==> config.mk <==
export PLATFORM = sky130hd
export DESIGN_NAME = seq_cbadder
export DESIGN_NICKNAME = d
export VERILOG_FILES = /design/src/rtl/seq_cbadder.sv
export SDC_FILE = /design/constraint.sdc
export NUM_CORES = 1
export LEC_CHECK = 0
export BUFFER_PORTS_ARGS = -buffer_cell sky130_fd_sc_hd__buf_2
export CAP_MARGIN = 20
export CORE_UTILIZATION = 48
export CTS_CLUSTER_SIZE = 40
export DETAILED_ROUTE_END_ITERATION = 7
export PLACE_DENSITY_LB_ADDON = 0.15
export RECOVER_POWER = 50
export SYNTH_ARGS = -nofsm -noshare
export SYNTH_HDL_FRONTEND = slang
export SYNTH_SLANG_ARGS = --single-unit
==> constraint.sdc <==
create_clock -name clk -period 3.6 [get_ports clk]
set_input_delay 0.72 -clock clk [delete_from_list [all_inputs] [get_ports clk]]
set_output_delay 0.72 -clock clk [all_outputs]
set_load 0.1 [all_outputs]
==> src/rtl/seq_cbadder.sv <==
// seq_cbadder: multi-cycle carry-bypass adder/subtractor.
// One BLOCK-bit slice is resolved per clock, LSB slice first, with a
// registered carry between slices and carry-bypass (skip) logic per slice.
//
// Ports:
//   clk, rst_n            clock, asynchronous active-low reset
//   in_valid / in_ready   operand handshake (in_ready high only in IDLE)
//   a, b, cin, sub        operands; sub=1 computes a-b-cin (cin is borrow-in)
//   out_valid / out_ready result handshake (out_valid high only in DONE)
//   sum, cout, ovf        result, carry out of MSB (1 = no borrow), signed overflow
//   skip_count            number of slices whose propagate was all-ones
module seq_cbadder #(
  parameter int unsigned WIDTH = 16,
  parameter int unsigned BLOCK = 4,
  localparam int unsigned NBLK = WIDTH / BLOCK,
  localparam int unsigned CW   = $clog2(NBLK + 1)
) (
  input  logic             clk,
  input  logic             rst_n,
  input  logic             in_valid,
  output logic             in_ready,
  input  logic [WIDTH-1:0] a,
  input  logic [WIDTH-1:0] b,
  input  logic             cin,
  input  logic             sub,
  output logic             out_valid,
  input  logic             out_ready,
  output logic [WIDTH-1:0] sum,
  output logic             cout,
  output logic             ovf,
  output logic [CW-1:0]    skip_count
);

  if (BLOCK < 1 || BLOCK > WIDTH) begin : g_bad_block
    $error("seq_cbadder: BLOCK must satisfy 1 <= BLOCK <= WIDTH");
  end else if (WIDTH % BLOCK != 0) begin : g_bad_width
    $error("seq_cbadder: WIDTH must be a multiple of BLOCK");
  end

  localparam int unsigned IW = (NBLK > 1) ? $clog2(NBLK) : 1;

  typedef enum logic [1:0] {
    IDLE,
    RUN,
    DONE
  } state_e;

  state_e           state_q, state_d;
  logic [WIDTH-1:0] a_q, a_d;
  logic [WIDTH-1:0] b_q, b_d;
  logic [WIDTH-1:0] sum_q, sum_d;
  logic             carry_q, carry_d;
  logic             cout_q, cout_d;
  logic             ovf_q, ovf_d;
  logic [CW-1:0]    skip_q, skip_d;
  logic [IW-1:0]    idx_q, idx_d;

  logic [BLOCK-1:0] sl_p;
  logic [BLOCK-1:0] sl_g;
  logic [BLOCK-1:0] sl_s;
  logic             sl_rip;
  logic             sl_prop;
  logic             sl_cout;
  logic             sl_cmsb;
  logic             last;

  // Current slice always sits in the low BLOCK bits of the operand
  // registers: operands shift right one slice per RUN cycle instead of
  // being indexed by idx.
  always_comb begin : slice
    logic c;
    sl_p = a_q[BLOCK-1:0] ^ b_q[BLOCK-1:0];
    sl_g = a_q[BLOCK-1:0] & b_q[BLOCK-1:0];
    sl_s = '0;
    c    = carry_q;
    for (int unsigned i = 0; i < BLOCK; i++) begin
      sl_s[i] = sl_p[i] ^ c;
      c       = sl_g[i] | (sl_p[i] & c);
    end
    sl_rip  = c;
    sl_prop = &sl_p;
    // Bypass: an all-propagate slice forwards its carry-in unchanged.
    sl_cout = sl_prop ? carry_q : sl_rip;
    // Carry into the slice MSB, recovered from sum = p ^ carry.
    sl_cmsb = sl_s[BLOCK-1] ^ sl_p[BLOCK-1];
  end

  assign last = (idx_q == IW'(NBLK - 1));

  always_comb begin : fsm_next
    state_d = state_q;
    a_d     = a_q;
    b_d     = b_q;
    sum_d   = sum_q;
    carry_d = carry_q;
    cout_d  = cout_q;
    ovf_d   = ovf_q;
    skip_d  = skip_q;
    idx_d   = idx_q;
    unique case (state_q)
      IDLE: begin
        if (in_valid) begin
          a_d     = a;
          b_d     = sub ? ~b : b;
          carry_d = cin ^ sub;
          idx_d   = '0;
          skip_d  = '0;
          state_d = RUN;
        end
      end
      RUN: begin
        a_d     = a_q >> BLOCK;
        b_d     = b_q >> BLOCK;
        // Slice sums enter at the top and shift down; after NBLK cycles
        // slice 0 lands in the LSBs.
        sum_d   = (sum_q >> BLOCK) | (WIDTH'(sl_s) << (WIDTH - BLOCK));
        carry_d = sl_cout;
        idx_d   = idx_q + IW'(1);
        if (sl_prop) begin
          skip_d = skip_q + CW'(1);
        end
        if (last) begin
          cout_d  = sl_cout;
          ovf_d   = sl_cmsb ^ sl_cout;
          state_d = DONE;
        end
      end
      DONE: begin
        if (out_ready) begin
          state_d = IDLE;
        end
      end
      default: state_d = IDLE;
    endcase
  end

  always_ff @(posedge clk or negedge rst_n) begin
    if (!rst_n) begin
      state_q <= IDLE;
      a_q     <= '0;
      b_q     <= '0;
      sum_q   <= '0;
      carry_q <= 1'b0;
      cout_q  <= 1'b0;
      ovf_q   <= 1'b0;
      skip_q  <= '0;
      idx_q   <= '0;
    end else begin
      state_q <= state_d;
      a_q     <= a_d;
      b_q     <= b_d;
      sum_q   <= sum_d;
      carry_q <= carry_d;
      cout_q  <= cout_d;
      ovf_q   <= ovf_d;
      skip_q  <= skip_d;
      idx_q   <= idx_d;
    end
  end

  assign in_ready   = (state_q == IDLE);
  assign out_valid  = (state_q == DONE);
  assign sum        = sum_q;
  assign cout       = cout_q;
  assign ovf        = ovf_q;
  assign skip_count = skip_q;

endmodule

==> results of run 1 <==
[flip-flops by register name, summed over array words and instances (netlist names)]
signal      count
skip_count      3
state_q         2
ovf             1
cout            1
idx_q           2
sum            16
b_q            16
a_q            16
carry_q         1
[worst max-delay path: cells and delay by family, from the launching register on]
kind            cells  cell delay, ns
flops               1            0.38
compound gates      1            0.07
xor+xnor            2            0.34
buf+inv             3            0.29
fa+ha+maj           4            1.36
[final cells by class]
type	count	area share, %
Clock buffer	11	4.36
Clock inverter	5	2.88
Inverter	10	1.08
Multi-Input combinational cell	196	37.4
Sequential cell	58	41.8
Tap cell	75	2.70
Timing Repair Buffer	67	9.73
[metal layers]
metal | up-vias | share of wire [%] | track usage (%)
met5 | - | 0 | 0
met4 | 0 | 1.3 | 6.43
met3 | 9 | 4.3 | 5.91
met2 | 54 | 47 | 32.0
met1 | 1048 | 47 | 27.9
li1 | 1079 | - | -
[stage by stage]
stage / instances / cell area [µm²] / worst slack (ns) / hold slack [ns]
floorplan: 285 / 2930 / 0.848 / 0.424
global placement: 405 / 3230 / 1.09 / 0.452
detailed placement: 405 / 3230 / 1.04 / 0.457
CTS: 421 / 3480 / 1.03 / 0.474
global route: 422 / 3470 / 0.507 / 0.314
finish: 422 / 3470 / 1.04 / 0.300
[cells in the final DEF (no fill, tap or decap), drive strengths merged]
master / instances
nor2: 10
mux2: 3
nand2b: 2
buf: 61
a21oi: 14
fa: 4
nand4: 1
mux2i: 1
a22oi: 17
bufinv: 3
o22a: 7
a22o: 13
clkbuf: 17
clkinv: 2
o21ai: 22
inv: 10
a2bb2oi: 4
or2: 1
ha: 6
a211oi: 1
dfrtp: 58
nand2: 55
nor2b: 16
xnor2: 10
xor2: 9
[kinds of logic after synthesis]
| family | Yosys count |
|---|---|
| AO/OA/AOI/OAI | 78 |
| flip-flops | 58 |
| multiplexers | 4 |
| adder cells (fa/ha/maj) | 10 |
| XOR/XNOR | 19 |
| AND/OR/NAND/NOR | 85 |
| buffers and inverters | 31 |
[worst paths after layout]
path	startpoint	endpoint	depth (start not counted)
worst max-delay path	carry_q	ovf	10
worst min-delay path	rst_n	sum[0]	1
worst max register to register	carry_q	ovf	10
worst min register to register	sum[2]	sum[2]	2
max in group asynchronous	rst_n	a_q[6]	2
min in group clk	sum[2]	sum[2]	2
==> results.toml, run 1 <==
[outcome]
outcome = "complete, but fails checks"
violations = "max-capacitance violations, max-slew violations"

[clock_network]
clock-root-buffer = "clkbuf_8"
clk_path_buf_depth = 2
htreeDepth = 3
clk_pin_slew_ns = 0.07
ctsHoldBuffers = 0
clk_latency_ns = 0.34
cts_tree = "done"
post-cts-setup-buffer-count = 0
cts_resized = 0
cts_sinks = 58
cts_buffers = 9

[sta]
finalCritPeriodShare_pct = 71.0
tns_ns = 0
fmax_mhz = 391
drv_slew = 38
finalSetupViolations = 0
hold_viol_final = 0
tightestPinTransition_ns = 2.02
period_needed_ns = 2.56
slew_headroom_pct = -34.6
fin_skew_ns = 0.00812
rsz0062_at_grt = "no"

[synth]
yosys.area.top_type_share_pct = 49.5
synth.area.top_cells = "dfrtp_1 49%, nand2_1 6.9%, a22oi_1 4.3%"
ys_warn_count = 0
syn-num-nets = 333
synth_compound_area_share_pct = 18.1
syn_area_um2 = 2930
syn_inst = 285
synth_common_cells = "58 x dfrtp_1, 54 x nand2_1, 18 x o21ai_0"
synth_edf_count = 0
synthSimpleGateAreaFrac_pct = 13.3
yosysSeqAreaShare_pct = 49.5
synth-async-reset-ratio_pct = 100
synth_top_cell_by_area = "dfrtp_1"
synth-seq-cells = 58
ys_types = 29
synth_top_family_by_area = "compound AO/OA/AOI/OAI gates"
synthFlopType = "dfrtp_1"
synth_xor_area_share_pct = 5.67
synth_area_per_cell_um2 = 10.3
synth_mux_area_share_pct = 2.05
synth_fa_ha_area_share_pct = 5.29
synth_most_common_cell = "dfrtp_1"

[global_routing]
grt_max_degree = 46
antenna_found_initial = 0
grt_first_pass_wirelength_mm = 9.90
grt.total_usage_pct = 20.6
grt_pass1_vias = 2023
globalRoute.totalOverflow = 0

[finish]
areaGrowthSynthToFinish_pct = 18.3
final_util_pct = 58.6
seq_area_um2 = 1450
multi_input_area_um2 = 1300
fin_nets = 390
diodes = 0
drive_gt1_share_pct = 24.2
n_fill_cell = 559

[routing]
routedWlPerCell_um = 14.0
ant_nets = 0
drt-total-wl_mm = 5.89
vias = 2190
vias_per_cell = 5.19
drc_errors = 0
drt-pass1-iter-count = 4
drt_iter0_drc = 110

[critical_path]
crit_fanout = 3
cp_slowest_cell = "fa_1"
cp.arrival_ns = 2.78
crit_type = "register to register"
crit_chain = "inv_1 -> fa_1 -> inv_1 -> fa_1 -> fa_1 -> inv_1 -> fa_1 -> xnor2_1 -> xnor2_1 -> o21ai_1"
path_common_cell = "fa_1"
crit_required_ns = 3.82
slowest_delay_ns = 0.43
end_kind = "register"
r2r_setup_slack_ns = 1.04
start_kind = "register"

[die]
core_area_um2 = 5920
dieHeight_um = 80.2
ios = 61
rows = 28
start_util_pct = 49.6
die_area_um2 = 6430
die_width_um = 80.2

[placed_design]
io_buffers = 60
gp_congestion = 0.806
dp_hpwl_mm = 3.98

[flow_run]
maxCapViolCount = 1

[min_path]
min_path_type = "primary input to asynchronous set/reset pin"
Power of run 1 is left out: the tool's default activity adds up to more than one toggle a clock period on the data nets, which glitch-free logic cannot reach.
==> inputs of run 2 (changes only) <==
==> constraint.sdc (replaced) <==
create_clock -name clk -period 2.5 [get_ports clk]
set_input_delay 0.5 -clock clk [delete_from_list [all_inputs] [get_ports clk]]
set_output_delay 0.5 -clock clk [all_outputs]
set_load 0.1 [all_outputs]
==> results.toml, run 2 (same netlist as run 1, synthesis figures left out) <==
[critical_path]
crit_required_ns = 2.73
slowest_delay_ns = 0.41
crit_chain = "inv_2 -> fa_1 -> inv_1 -> fa_2 -> fa_2 -> inv_2 -> fa_1 -> xnor2_1 -> xnor2_1 -> o21ai_1"
cp.arrival_ns = 2.59
crit_type = "register to register"
end_kind = "register"
start_kind = "register"
cp_slowest_cell = "dfrtp_1"
crit_fanout = 3

[die]
core_area_um2 = 5920
die_area_um2 = 6430
rows = 28
die_width_um = 80.2
ios = 61
start_util_pct = 49.6
dieHeight_um = 80.2

[outcome]
outcome = "finished clean"

[finish]
drive_gt1_share_pct = 26.6
areaGrowthSynthToFinish_pct = 18.2
n_fill_cell = 513
seq_area_um2 = 1450
multi_input_area_um2 = 1310
final_cell_mix = "58 x dfrtp_1, 54 x nand2_1, 54 x buf_2"
diodes = 0
final_common_cell = "dfrtp_1"
fin_nets = 393
final_util_pct = 58.6

[placed_design]
dp_hpwl_mm = 4.05
io_buffers = 60
gp_congestion = 0.829

[sta]
slew_headroom_pct = 15.6
fin_hold_ws_ns = 0.240
finalCritPeriodShare_pct = 94.6
period_needed_ns = 2.36
finalSetupViolations = 0
tightestPinTransition_ns = 1.27
rsz0062_at_grt = "no"
drv_slew = 0
fmax_mhz = 423
fin_skew_ns = 0.00631
hold_viol_final = 0
tns_ns = 0

[flow_run]
maxCapViolCount = 0

[clock_network]
clock-root-buffer = "clkbuf_8"
clk_pin_slew_ns = 0.07
cts_buffers = 9
clk_latency_ns = 0.34
cts_sinks = 58
clk_path_buf_depth = 2
htreeDepth = 3
cts_tree = "done"
ctsHoldBuffers = 0

[min_path]
min_path_type = "primary input to asynchronous set/reset pin"

[routing]
vias = 2178
vias_per_cell = 5.12
ant_nets = 0
routedWlPerCell_um = 14.1
drt-total-wl_mm = 5.98
drt-pass1-iter-count = 4
drt_iter0_drc = 81
drc_errors = 0

[global_routing]
globalRoute.totalOverflow = 0
antenna_found_initial = 0
grt_max_degree = 36
grt.total_usage_pct = 20.7
grt_pass1_vias = 2066
grt_first_pass_wirelength_mm = 9.92
[run 2: final cells by class]
type / count / area share, %
multi-input cells: 196 / 37.7
repair buffers: 70 / 10.3
clock buffers: 9 / 3.57
well taps: 75 / 2.71
inverters: 10 / 1.08
clock inverters: 7 / 2.71
flip-flops and latches: 58 / 41.9
[run 2: what timing repair did]
item                                    4_1_cts  5_1_grt
gates resized for setup                       0        6
endpoints found under the setup margin        0        1
endpoints found under the hold margin         0        0
setup buffers                                 0        1
[run 2: worst max-delay path, delay by kind of cell, from the launching register on]
kind	cells	cell delay [ns]
buf+inv	3	0.19
xor+xnor	2	0.35
flops	1	0.41
compound gates	1	0.07
fa+ha+maj	4	1.24
[run 2: path summary, 6_finish.rpt]
| check | from | to | slack [ns] | cells past startpoint |
|---|---|---|---|---|
| hold reg to reg | sum[1] | sum[1] | 0.47 | 2 |
| hold / removal | rst_n | sum[2] | 0.24 | 1 |
| max in group asynchronous | rst_n | b_q[11] | 0.61 | 2 |
| setup / recovery | b_q[0] | ovf | 0.14 | 10 |
| setup reg to reg | b_q[0] | ovf | 0.14 | 10 |
| min in group clk | out_ready | state_q[1] | 0.34 | 2 |
[run 2: through the flow]
stage	cells	instance area, µm²	setup slack, ns
2_1_floorplan	285	2940	0.0870
3_3_place_gp	408	3260	0.0576
3_5_place_dp	408	3260	0.0185
4_1_cts	424	3470	0.0233
5_1_grt	425	3470	0.0255
6_report	425	3470	0.136
[run 2: per-layer routing]
metal	part of all wire [%]	track usage (%)	wire [µm]	up-vias
met4	1.3	7.50	78	0
met1	48	27.8	2870	1033
met5	0	0	0	-
met3	4.3	6.48	255	8
met2	46	31.5	2770	48
li1	-	-	-	1089
Power of run 2 is left out for the same reason.
==> inputs of run 3 (changes only) <==
--- a/config.mk
+++ b/config.mk
@@ -7,7 +7,7 @@
 export LEC_CHECK = 0
 export BUFFER_PORTS_ARGS = -buffer_cell sky130_fd_sc_hd__buf_2
 export CAP_MARGIN = 20
-export CORE_UTILIZATION = 48
+export CORE_UTILIZATION = 50
 export CTS_CLUSTER_SIZE = 40
 export DETAILED_ROUTE_END_ITERATION = 7
 export PLACE_DENSITY_LB_ADDON = 0.15
==> results.toml, run 3 (same netlist as run 1, synthesis figures left out) <==
[clock_network]
clk_pin_slew_ns = 0.06
ctsHoldBuffers = 0
cts_tree = "done"
clock-root-buffer = "clkbuf_8"
cts_buffers = 9
cts_sinks = 58
clk_latency_ns = 0.33
htreeDepth = 3
clk_path_buf_depth = 2

[sta]
period_needed_ns = 2.37
finalSetupViolations = 0
rsz0062_at_grt = "no"
fin_hold_ws_ns = 0.333
tightestPinTransition_ns = 1.22
finalCritPeriodShare_pct = 95.0
hold_viol_final = 0
tns_ns = 0
drv_slew = 0
fmax_mhz = 421
slew_headroom_pct = 18.4
fin_skew_ns = 0.00405

[routing]
drt_iter0_drc = 94
drt-total-wl_mm = 6.02
vias = 2203
vias_per_cell = 5.17
routedWlPerCell_um = 14.1
drt-pass1-iter-count = 4
ant_nets = 0
drc_errors = 0

[finish]
diodes = 0
areaGrowthSynthToFinish_pct = 18.2
final_common_cell = "buf_2"
final_cell_mix = "59 x buf_2, 58 x dfrtp_1, 54 x nand2_1"
final_util_pct = 62.2
n_fill_cell = 505
fin_nets = 397
drive_gt1_share_pct = 28.0
fin_area_um2 = 3470

[critical_path]
end_kind = "register"
crit-reg2reg-capture = "ovf"
critPathLaunch = "b_q[0]"
crit_fanout = 3
critPathBufInv = 3
cp.arrival_ns = 2.59
start_kind = "register"
cp_slowest_cell = "fa_1"
r2r_setup_slack_ns = 0.13
slowest_delay_ns = 0.42
crit_end = "ovf"
worst_r2r_path_depth = 10
crit_type = "register to register"
path_depth = 10
crit_required_ns = 2.72
cpLargestDelayFamily = "adder cells"
crit_chain = "inv_2 -> fa_1 -> inv_1 -> fa_2 -> fa_2 -> inv_2 -> fa_1 -> xnor2_2 -> xnor2_1 -> o21ai_1"
r2r_start = "b_q[0]"

[die]
core_area_um2 = 5570
start_util_pct = 52.6
die_width_um = 78.6
die_area_um2 = 6180
ios = 61
dieHeight_um = 78.6
rows = 27

[global_routing]
globalRoute.totalOverflow = 0
antenna_found_initial = 0
grt_pass1_vias = 2167
grt_max_degree = 24
grt_first_pass_wirelength_mm = 10.3
grt.total_usage_pct = 22.0

[placed_design]
dp_hpwl_mm = 4.19
placed_area_um2 = 3280
io_buffers = 60
gp_congestion = 0.851

[outcome]
outcome = "finished clean"

[min_path]
min_path_type = "primary input to register"

[flow_run]
maxCapViolCount = 0
[run 3: worst register-to-register path, stage by stage (launching register included)]
cell     delay, ns
dfrtp_1       0.41
inv_2         0.08
fa_1          0.16
inv_1         0.05
fa_2          0.33
fa_2          0.34
inv_2         0.06
fa_1          0.42
xnor2_2       0.16
xnor2_1       0.16
o21ai_1       0.07
[run 3: layer usage]
layer / wire, µm / GRT usage [%]
met1: 2830 / 29.2
met2: 2820 / 33.6
met3: 209 / 4.19
met4: 160 / 12.2
met5: 0 / 0
[run 3: how the worst min path moves through the flow]
| stage | cells after the start | endpoint | from |
|---|---|---|---|
| 2_1_floorplan | 0 | a_q[0] | rst_n |
| 3_3_place_gp | 2 | sum[2] | sum[2] |
| 3_5_place_dp | 2 | sum[0] | sum[0] |
| 4_1_cts | 1 | state_q[1] | rst_n |
| 5_1_grt | 2 | state_q[1] | out_ready |
| 6_report | 2 | state_q[1] | out_ready |
[run 3: final cells by class]
class	count	area [µm²]	share of cell area [%]
Sequential cell	58	1450	41.9
Multi-Input combinational cell	196	1320	38.0
Timing Repair Buffer	74	389	11.2
Clock buffer	14	173	4.98
Tap cell	72	90.1	2.60
Inverter	10	37.5	1.08
Clock inverter	2	10.0	0.289
[run 3: per-stage QoR]
stage                     instances  setup WS (ns)
after CTS                       425        0.00372
after global routing            426         0.0100
after floorplan                 285         0.0870
final                           426          0.126
after global placement          409         0.0548
after detailed placement        409         0.0180
[run 3: what timing repair did]
action | 4_1_cts | 5_1_grt
endpoints found under the setup margin | 1 | 1
gates resized for setup | 1 | 6
buffers inserted | 0 | 1
cloned | 0 | 0
pin swaps | 1 | 3
Power of run 3 is left out for the same reason.
